<file path="config.mk">
export PLATFORM = sky130hd
export DESIGN_NAME = burst_reorder_buffer
export DESIGN_NICKNAME = d
export VERILOG_FILES = /design/src/rtl/burst_reorder_buffer.sv
export SDC_FILE = /design/constraint.sdc
export NUM_CORES = 1
export LEC_CHECK = 0
export BUFFER_PORTS_ARGS = -buffer_cell sky130_fd_sc_hd__buf_2
export CELL_PAD_IN_SITES_DETAIL_PLACEMENT = 1
export CELL_PAD_IN_SITES_GLOBAL_PLACEMENT = 1
export CORE_UTILIZATION = 55
export DETAILED_ROUTE_END_ITERATION = 8
export PLACE_DENSITY_LB_ADDON = 0.1
export SKIP_LAST_GASP = 1
export SLEW_MARGIN = 20
export SYNTH_ARGS = -nofsm -noshare
export SYNTH_HDL_FRONTEND = slang
export SYNTH_SLANG_ARGS = --single-unit
</file>
<file path="constraint.sdc">
create_clock -name clk_i -period 4.7 [get_ports clk_i]
set_clock_uncertainty 0.05 [all_clocks]
set_input_delay 0.94 -clock clk_i [delete_from_list [all_inputs] [get_ports clk_i]]
set_output_delay 0.94 -clock clk_i [all_outputs]
set_load 0.005 [all_outputs]
</file>
<file path="src/rtl/burst_reorder_buffer.sv">
// burst_reorder_buffer
//   Reorder buffer that hands out IDs in bursts of 1..MaxBurstLen consecutive
//   entries, accepts data beats out of order by ID and releases them strictly
//   in allocation order. Each entry carries a last marker set on the final
//   beat of its burst. All NumWords entries are usable (count-based full).
//
// Ports
//   clk_i, rst_ni       clock, asynchronous active-low reset
//   id_req_valid_i      request a burst of IDs
//   id_req_len_i        burst length minus one
//   id_req_ready_o      burst fits in the free entries (accepted this cycle)
//   id_o                base ID of the burst
//   push_valid_i        write one beat (no backpressure)
//   push_id_i           target entry of the beat
//   push_data_i         beat payload
//   data_o, last_o      head payload and its last marker
//   valid_o, ready_i    head handshake
//   free_cnt_o          number of unallocated entries
//   flush_i             synchronous flush
//
// Build option
//   BURST_ROB_FLUSH_EN  when defined, flush_i clears pointers, count and valid
//                       bits at the next edge. When undefined flush_i is
//                       ignored and should be tied to 0.

module burst_reorder_buffer #(
    parameter int unsigned DataWidth   = 32,
    parameter int unsigned NumWords    = 8,
    parameter int unsigned MaxBurstLen = 4,
    parameter bit          FallThrough = 1'b0,
    parameter int unsigned IdWidth     = (NumWords > 1) ? $clog2(NumWords) : 1,
    parameter int unsigned LenWidth    = (MaxBurstLen > 1) ? $clog2(MaxBurstLen) : 1
) (
    input  logic                 clk_i,
    input  logic                 rst_ni,
    input  logic                 id_req_valid_i,
    input  logic [LenWidth-1:0]  id_req_len_i,
    output logic                 id_req_ready_o,
    output logic [IdWidth-1:0]   id_o,
    input  logic                 push_valid_i,
    input  logic [IdWidth-1:0]   push_id_i,
    input  logic [DataWidth-1:0] push_data_i,
    output logic [DataWidth-1:0] data_o,
    output logic                 last_o,
    output logic                 valid_o,
    input  logic                 ready_i,
    output logic [IdWidth:0]     free_cnt_o,
    input  logic                 flush_i
);

    typedef logic [IdWidth-1:0] id_t;
    typedef logic [IdWidth:0]   cnt_t;

    localparam cnt_t Depth = cnt_t'(NumWords);
    localparam id_t  LastIdx = id_t'(NumWords - 1);

    id_t  rd_ptr_q, wr_ptr_q;
    cnt_t cnt_q;

    logic [NumWords-1:0][DataWidth-1:0] mem_q;
    logic [NumWords-1:0]                valid_q;
    logic [NumWords-1:0]                last_q;

    logic flush;
`ifdef BURST_ROB_FLUSH_EN
    assign flush = flush_i;
`else
    logic flush_unused;
    assign flush        = 1'b0;
    assign flush_unused = flush_i;
`endif

    cnt_t free_cnt, len, wr_sum;
    id_t  wr_ptr_n, rd_ptr_n;
    logic alloc, push, pop, head_ft;

    // Capacity is judged on the registered count only, so a pop in the same
    // cycle never widens the burst that can be accepted.
    assign free_cnt       = Depth - cnt_q;
    assign free_cnt_o     = free_cnt;
    assign len            = cnt_t'(id_req_len_i) + cnt_t'(1);
    assign id_req_ready_o = !flush && (len <= free_cnt);
    assign alloc          = id_req_valid_i && id_req_ready_o;
    assign id_o           = wr_ptr_q;

    assign push = push_valid_i && !flush;

    // Fall-through: a beat landing on the head is presented immediately.
    assign head_ft = FallThrough && push && (push_id_i == rd_ptr_q);
    assign valid_o = !flush && (valid_q[rd_ptr_q] || head_ft);
    assign data_o  = head_ft ? push_data_i : mem_q[rd_ptr_q];
    assign last_o  = last_q[rd_ptr_q];
    assign pop     = valid_o && ready_i;

    // Non-power-of-two depth: wrap by compare-and-subtract.
    assign wr_sum   = cnt_t'(wr_ptr_q) + len;
    assign wr_ptr_n = (wr_sum >= Depth) ? id_t'(wr_sum - Depth) : id_t'(wr_sum);
    assign rd_ptr_n = (rd_ptr_q == LastIdx) ? '0 : rd_ptr_q + id_t'(1);

    always_ff @(posedge clk_i or negedge rst_ni) begin
        if (!rst_ni) begin
            rd_ptr_q <= '0;
            wr_ptr_q <= '0;
            cnt_q    <= '0;
        end else if (flush) begin
            rd_ptr_q <= '0;
            wr_ptr_q <= '0;
            cnt_q    <= '0;
        end else begin
            if (alloc) wr_ptr_q <= wr_ptr_n;
            if (pop)   rd_ptr_q <= rd_ptr_n;
            cnt_q <= cnt_q + (alloc ? len : cnt_t'(0)) - cnt_t'(pop);
        end
    end

    for (genvar i = 0; i < NumWords; i++) begin : g_entry
        localparam id_t Idx = id_t'(i);

        cnt_t                 off;
        logic                 hit_alloc, hit_push, hit_pop;
        logic [DataWidth-1:0] mem_r;
        logic                 valid_r, last_r;

        // Distance of this entry from the allocation pointer, modulo depth.
        assign off = (Idx >= wr_ptr_q) ? cnt_t'(Idx) - cnt_t'(wr_ptr_q)
                                       : cnt_t'(Idx) + Depth - cnt_t'(wr_ptr_q);
        assign hit_alloc = alloc && (off < len);
        assign hit_push  = push && (push_id_i == Idx);
        assign hit_pop   = pop && (rd_ptr_q == Idx);

        always_ff @(posedge clk_i or negedge rst_ni) begin
            if (!rst_ni) begin
                mem_r   <= '0;
                valid_r <= 1'b0;
                last_r  <= 1'b0;
            end else if (flush) begin
                valid_r <= 1'b0;
            end else begin
                if (hit_push) mem_r <= push_data_i;
                // A fall-through beat popped in its own cycle never sets valid.
                if (hit_pop)       valid_r <= 1'b0;
                else if (hit_push) valid_r <= 1'b1;
                if (hit_alloc) last_r <= (off == len - cnt_t'(1));
            end
        end

        assign mem_q[i]   = mem_r;
        assign valid_q[i] = valid_r;
        assign last_q[i]  = last_r;
    end

`ifndef SYNTHESIS
    cnt_t push_off;
    assign push_off = (push_id_i >= rd_ptr_q) ? cnt_t'(push_id_i) - cnt_t'(rd_ptr_q)
                                              : cnt_t'(push_id_i) + Depth - cnt_t'(rd_ptr_q);

    a_push_legal: assert property (@(posedge clk_i) disable iff (!rst_ni)
        push |-> ((32'(push_id_i) < NumWords) && (push_off < cnt_q) && !valid_q[push_id_i]));

    a_len_legal: assert property (@(posedge clk_i) disable iff (!rst_ni)
        id_req_valid_i |-> (32'(id_req_len_i) < MaxBurstLen));
`endif

endmodule

</file>
### Yosys cells after proc, flatten, opt, wreduce, memory -nomap -nowiden

Cells that the tools add are included.

| word-level totals | value |
|---|---|
| register bits after elaboration | 282 |
| bits of input ports | 43 |
| output and inout port bits | 42 |

| cells by class | value |
|---|---|
| add/sub/neg operators | 24 |
| order comparisons | 19 |
| eq/ne operators | 22 |
| multiplexer cells | 33 |
| reductions and logical operators | 36 |

Operators by type and width:

| kind | count |
|---|---|
| 32-bit binary-select mux with 3-bit select | 1 |
| 4-bit == test | 8 |
| 4-bit by 3-bit < comparator with 1-bit output | 8 |
| 32-bit two-way mux | 1 |
| 4-bit two-way mux | 8 |
| 4-bit by 3-bit subtractor with 4-bit output (first input constant) | 8 |
| 1-bit logical AND | 26 |
| 3-bit == test (second input constant) | 8 |
| 1-bit two-way mux | 18 |
| 2-bit nonzero test | 8 |
| 3-bit by 3-bit subtractor with 4-bit output (first input constant) | 4 |
| 3-bit by 2-bit == test with 1-bit output (second input constant) | 4 |
| 3-bit greater-or-equal comparator (first input constant) | 4 |
| 3-bit two-way mux | 3 |
| 1-bit by 3-bit subtractor with 4-bit output (first input constant) | 2 |
| 2-bit by 3-bit subtractor with 4-bit output (first input constant) | 2 |
| 1-bit binary-select mux with 3-bit select | 2 |
| 3-bit by 1-bit == test with 1-bit output (second input constant) | 2 |
| 1-bit by 3-bit greater-or-equal comparator with 1-bit output (first input constant) | 2 |
| 2-bit by 3-bit greater-or-equal comparator with 1-bit output (first input constant) | 2 |
| 3-bit zero test | 2 |
| 3-bit by 3-bit adder with 4-bit output | 1 |
| 4-bit by 3-bit adder with 4-bit output | 1 |
| 4-bit greater-or-equal comparator (second input constant) | 1 |
| 8 further kinds | 8 |

### Depth between registers and ports, before layout

| depth | value |
|---|---|
| word-level depth | 6 |
| depth in mapped cells | 16 |
| mapped depth without buffers | 15 |

### Least setup slack after synthesis

Ideal clock, no wire load.

| timing | value |
|---|---|
| kind | input port to flip-flop |
| from | in id_req_len_i[0] |
| to | reg cnt_q[3] |
| data arrival time | 3.547 ns |
| required time | 4.526 ns |
| path slack | 0.979 ns |
| cell stages on the path | 14 |
| buffers on the path | 1 |
| cells stage by stage | inv_1 ha_1 ha_1 a211oi_1 o31ai_4 buf_2 inv_2 nand2_1 ha_1 inv_1 ha_1 a21o_1 a21oi_1 xnor2_1 |

| between the ends | value |
|---|---|
| cells in the longest elaborated chain, start to end | 6 |

Ends and longest elaborated chain:

| item | RTL line | RTL |
|---|---|---|
| start, declared | 37 | `input logic [LenWidth-1:0] id_req_len_i,` |
| 2-bit by 1-bit adder with 3-bit output (*) | 81 | `assign len = cnt_t'(id_req_len_i) + cnt_t'(1);` |
| 3-bit by 4-bit <= comparator with 1-bit output | 82 | `assign id_req_ready_o = !flush && (len <= free_cnt);` |
| 1-bit logical AND | 83 | `assign alloc = id_req_valid_i && id_req_ready_o;` |
| 3-bit two-way mux (*) | 112 | `cnt_q <= cnt_q + (alloc ? len : cnt_t'(0)) - cnt_t'(pop);` |
| 4-bit by 3-bit adder with 4-bit output (*) | 112 |  |
| 4-bit by 1-bit subtractor with 4-bit output (*) | 112 |  |
| end signal, assigned | 112 |  |
| end, declared | 58 | `cnt_t cnt_q;` |

Every way passes the cells marked *; elsewhere a longest branch is shown, timed or not.
A chain may end at the register's enable or synchronous reset.

### Worst setup path in the final report

| timing | value |
|---|---|
| from | reg rd_ptr_q[0] |
| to | out data_o[15] |

| between the ends | value |
|---|---|
| cells in the longest elaborated chain, start to end | 2 |

Ends and longest elaborated chain:

| item | RTL line | RTL |
|---|---|---|
| start, declared | 57 | `id_t rd_ptr_q, wr_ptr_q;` |
| start signal, assigned | 111 | `if (pop) rd_ptr_q <= rd_ptr_n;` |
| 32-bit binary-select mux with 3-bit select | 91 | `assign data_o = head_ft ? push_data_i : mem_q[rd_ptr_q];` |
| 32-bit two-way mux (not written as such) | 91 |  |
| end, declared | 43 | `output logic [DataWidth-1:0] data_o,` |

Every way passes these cells. The select of a mux whose other input is x is not followed.

==> impl_metrics.env <==
export IMPL_avgViaCountPerCell=5.83
export IMPL_path_class="flip-flop to primary output"
export IMPL_crit_path_frequent_cell="nand2_1"
export IMPL_period_share=0.804
export IMPL_critPathMaxFanout=45
export IMPL_final_layout_size_suffix_gt1_frac=0.336
export IMPL_cap_violations=0
export IMPL_synth_main_ff_cell="dfrtp_1"
export IMPL_overflow=0
export IMPL_synth_area_um2=13700
export IMPL_critPathBufInv=2
export IMPL_ios=85
export IMPL_vias=8123
export IMPL_rows=57
export IMPL_max_stage_delay_ns=1.00
export IMPL_ys_seq_area_frac=0.515
export IMPL_leakage_nw=6.97
export IMPL_avgSynthCellArea_um2=14.2
export IMPL_cts_sinks=282
export IMPL_drc=0
export IMPL_ys_warn_count=0
export IMPL_numCtsBuffers=30
export IMPL_peakVddDrop_mv=0.338
export IMPL_core_region_area_um2=24400
export IMPL_drtPass1Iterations=4
export IMPL_cts_buffer_depth=3
export IMPL_worst_slew_pin_slew_ns=1.08
export IMPL_synthAdderAreaFrac=0.0454
export IMPL_dieHeight_um=160
export IMPL_wl_um=31000
export IMPL_cts_root_buffer="clkbuf_16"
export IMPL_ys_top_cells_by_area="dfrtp_1, mux2_1, mux4_2"
export IMPL_io_buffer_count=83
export IMPL_h_tree_depth=1
export IMPL_clock_latency_ns=0.55
export IMPL_grt_pass1_wl_um=51600
export IMPL_gp_congestion=0.763
export IMPL_powerDensity_nw_per_um2=612
export IMPL_crit_chain="buf_12 -> mux4_2 -> nand2_1 -> nand2_1 -> buf_2"
export IMPL_antenna_found_initial=6
export IMPL_clk_pin_slew_ns=0.06
export IMPL_period_minus_slack_ns=3.78
export IMPL_grt_start_max_net_pins=120
export IMPL_synthXorXnorAreaFrac=0.0108
export IMPL_synth_top_cell_area_share=0.515
export IMPL_setup_viol=0
export IMPL_ant_nets=0
export IMPL_syn_inst=966
export IMPL_nets=1134
export IMPL_maxSlewViolCount=0
export IMPL_start_kind="flip-flop"
export IMPL_areaGrowthSynthToFinish_pct=13.7
export IMPL_fin_hold_ws_ns=0.403
export IMPL_final_setup_tns_ns=0
export IMPL_max_slew_margin_rel=0.277
export IMPL_dp_cells=1335
export IMPL_ys_async_sr_fraction=1.00
export IMPL_slowest_stage="dfrtp_4"
export IMPL_synth_distinct_cells=50
export IMPL_outcome="finished, final reports clean"
export IMPL_dieArea_um2=25600
export IMPL_chipWidth_um=160
export IMPL_yosysTopAreaCell="dfrtp_1"
export IMPL_synthSimpleGateAreaFrac=0.0544
export IMPL_first_iter_violations=327
export IMPL_initial_core_util=0.562
export IMPL_required_ns=3.71
export IMPL_path_delay_family="flip-flops"
export IMPL_fin_cells=1394
export IMPL_rsz0062_at_grt="no"
export IMPL_end_kind="primary output"
export IMPL_post_cts_buffers=0
export IMPL_grt_total_usage=0.258
export IMPL_synth_compound_area_share=0.0235
export IMPL_hold_viol=0
export IMPL_synth_top_family_by_area="multiplexers"
export IMPL_synth_nets=1057
export IMPL_hp_class="primary input to async pin"
export IMPL_ctsResizeCount=0
export IMPL_timing_critical_path_arrival_ns=2.79
export IMPL_cts_hold_buffers_added=0
export IMPL_grt_pass1_vias=9225
export IMPL_cts_tree="yes"
export IMPL_synth_seq_cells=282
export IMPL_place_hpwl_um=18700
export IMPL_drt_wirelength_per_cell_um=22.2
export IMPL_synth_edf_count=0
export IMPL_muxShareOfSynthArea=0.323
export IMPL_fmax_ghz=0.265
sequential cells by signal, summed over array words and instances (netlist names):
name and cells:
rd_ptr_q 3, g_entry.last_r 8, id_o 3, cnt_q 4
g_entry.valid_r 8, g_entry.mem_r 256
worst reg2reg max path, cell delays in order (launching register included):
cell	delay (ns)
dfrtp_4	1.00
nor2b_1	0.17
a2111oi_2	0.51
nor4_4	0.11
and2_4	0.25
ha_1	0.31
inv_1	0.06
ha_1	0.16
inv_1	0.06
fa_1	0.39
xnor2_1	0.15
final timing paths:
| kind | startpoint | to | slack [ns] | cells after the start |
|---|---|---|---|---|
| min in group clk_i | g_entry[3].mem_r[30] | g_entry[3].mem_r[30] | 0.44 | 1 |
| max in group asynchronous | rst_ni | g_entry[4].mem_r[3] | 3.19 | 2 |
| hold reg to reg | g_entry[3].mem_r[30] | g_entry[3].mem_r[30] | 0.44 | 1 |
| hold / removal | rst_ni | g_entry[4].mem_r[25] | 0.40 | 1 |
| setup reg to reg | rd_ptr_q[0] | cnt_q[2] | 1.35 | 10 |
| setup / recovery | rd_ptr_q[0] | data_o[15] | 0.92 | 5 |
kinds of logic after synthesis:
group / after synthesis
DFF: 282
AOI/OAI and AO/OA: 43
and+or+nand+nor: 161
buffers and inverters: 89
adders and majority gates: 48
xor gates and xnor gates: 16
muxes: 327
Yosys cell counts, types with 3 or more instances:
cell type / instances
nand2b_1: 6
xor2_1: 5
o21ai_1: 7
ha_1: 45
fa_1: 3
a2111oi_2: 3
mux4_2: 66
nand2_1: 110
mux2_1: 142
inv_1: 31
nor3_1: 5
nand3_1: 3
o41ai_1: 3
clkbuf_1: 19
mux2_2: 117
buf_2: 25
xnor2_1: 10
nor2_1: 10
o21ai_0: 5
a31oi_1: 4
nor2b_1: 11
dfrtp_1: 282
a21oi_1: 9
nor3_2: 3
inv_2: 3
buf_4: 5
buf_1: 5
cells in the final DEF, fill, tap and decap left out, types with 3 or more instances in the layout:
cell type  instances
nand2b_1           6
inv_2              4
mux4_2            66
a21oi_1            9
bufinv_16          4
nand3_1            3
buf_4             13
a2111oi_2          3
dfrtp_1          279
o21ai_0            5
nor3_1             5
a31oi_1            4
o41ai_1            3
xnor2_1           10
clkinv_2           6
clkbuf_1           3
ha_1              45
nor2_1             8
buf_2             82
nand2_1          110
diode_2            3
clkbuf_16         30
buf_12             4
mux2_1           142
o21ai_1            7
nor2b_1           11
xor2_1             5
fa_1               3
mux2_2           117
clkbuf_8          10
inv_1             30
final cells by class:
type / instances / area [µm²]
Clock inverter: 13 / 183
Sequential cell: 282 / 7070
Clock buffer: 43 / 900
Tap cell: 324 / 405
Inverter: 34 / 128
Antenna cell: 3 / 7.51
Timing Repair Buffer: 100 / 603
Fill cell: 2345 / 8800
Multi-Input combinational cell: 595 / 6290
per-stage QoR:
step | setup WS [ns] | power (mW) | util | cell area [µm²]
floorplan | 0.979 | 5.93 | - | 13700
detailed placement | 0.777 | 7.07 | 0.594 | 14500
global route | 0.709 | 10.2 | 0.639 | 15600
CTS | 0.833 | 9.64 | 0.639 | 15600
global placement | 0.893 | 6.88 | 0.594 | 14500
finish | 0.920 | 9.53 | 0.639 | 15600
where the power goes:
part	switching, mW	internal (mW)
clock network	0.966	1.55
registers	0.577	3.03
logic	1.62	1.80
total	3.16	6.37
metal layers:
layer	vias to the layer above	routed length, µm	part of all wire	track usage
met3	52	1040	0.034	0.0364
li1	3637	-	-	-
met2	136	15700	0.51	0.438
met5	-	46	0.0015	0
met4	6	533	0.017	0.0628
met1	4292	13600	0.44	0.354
Power figures use the tool's default switching activity.
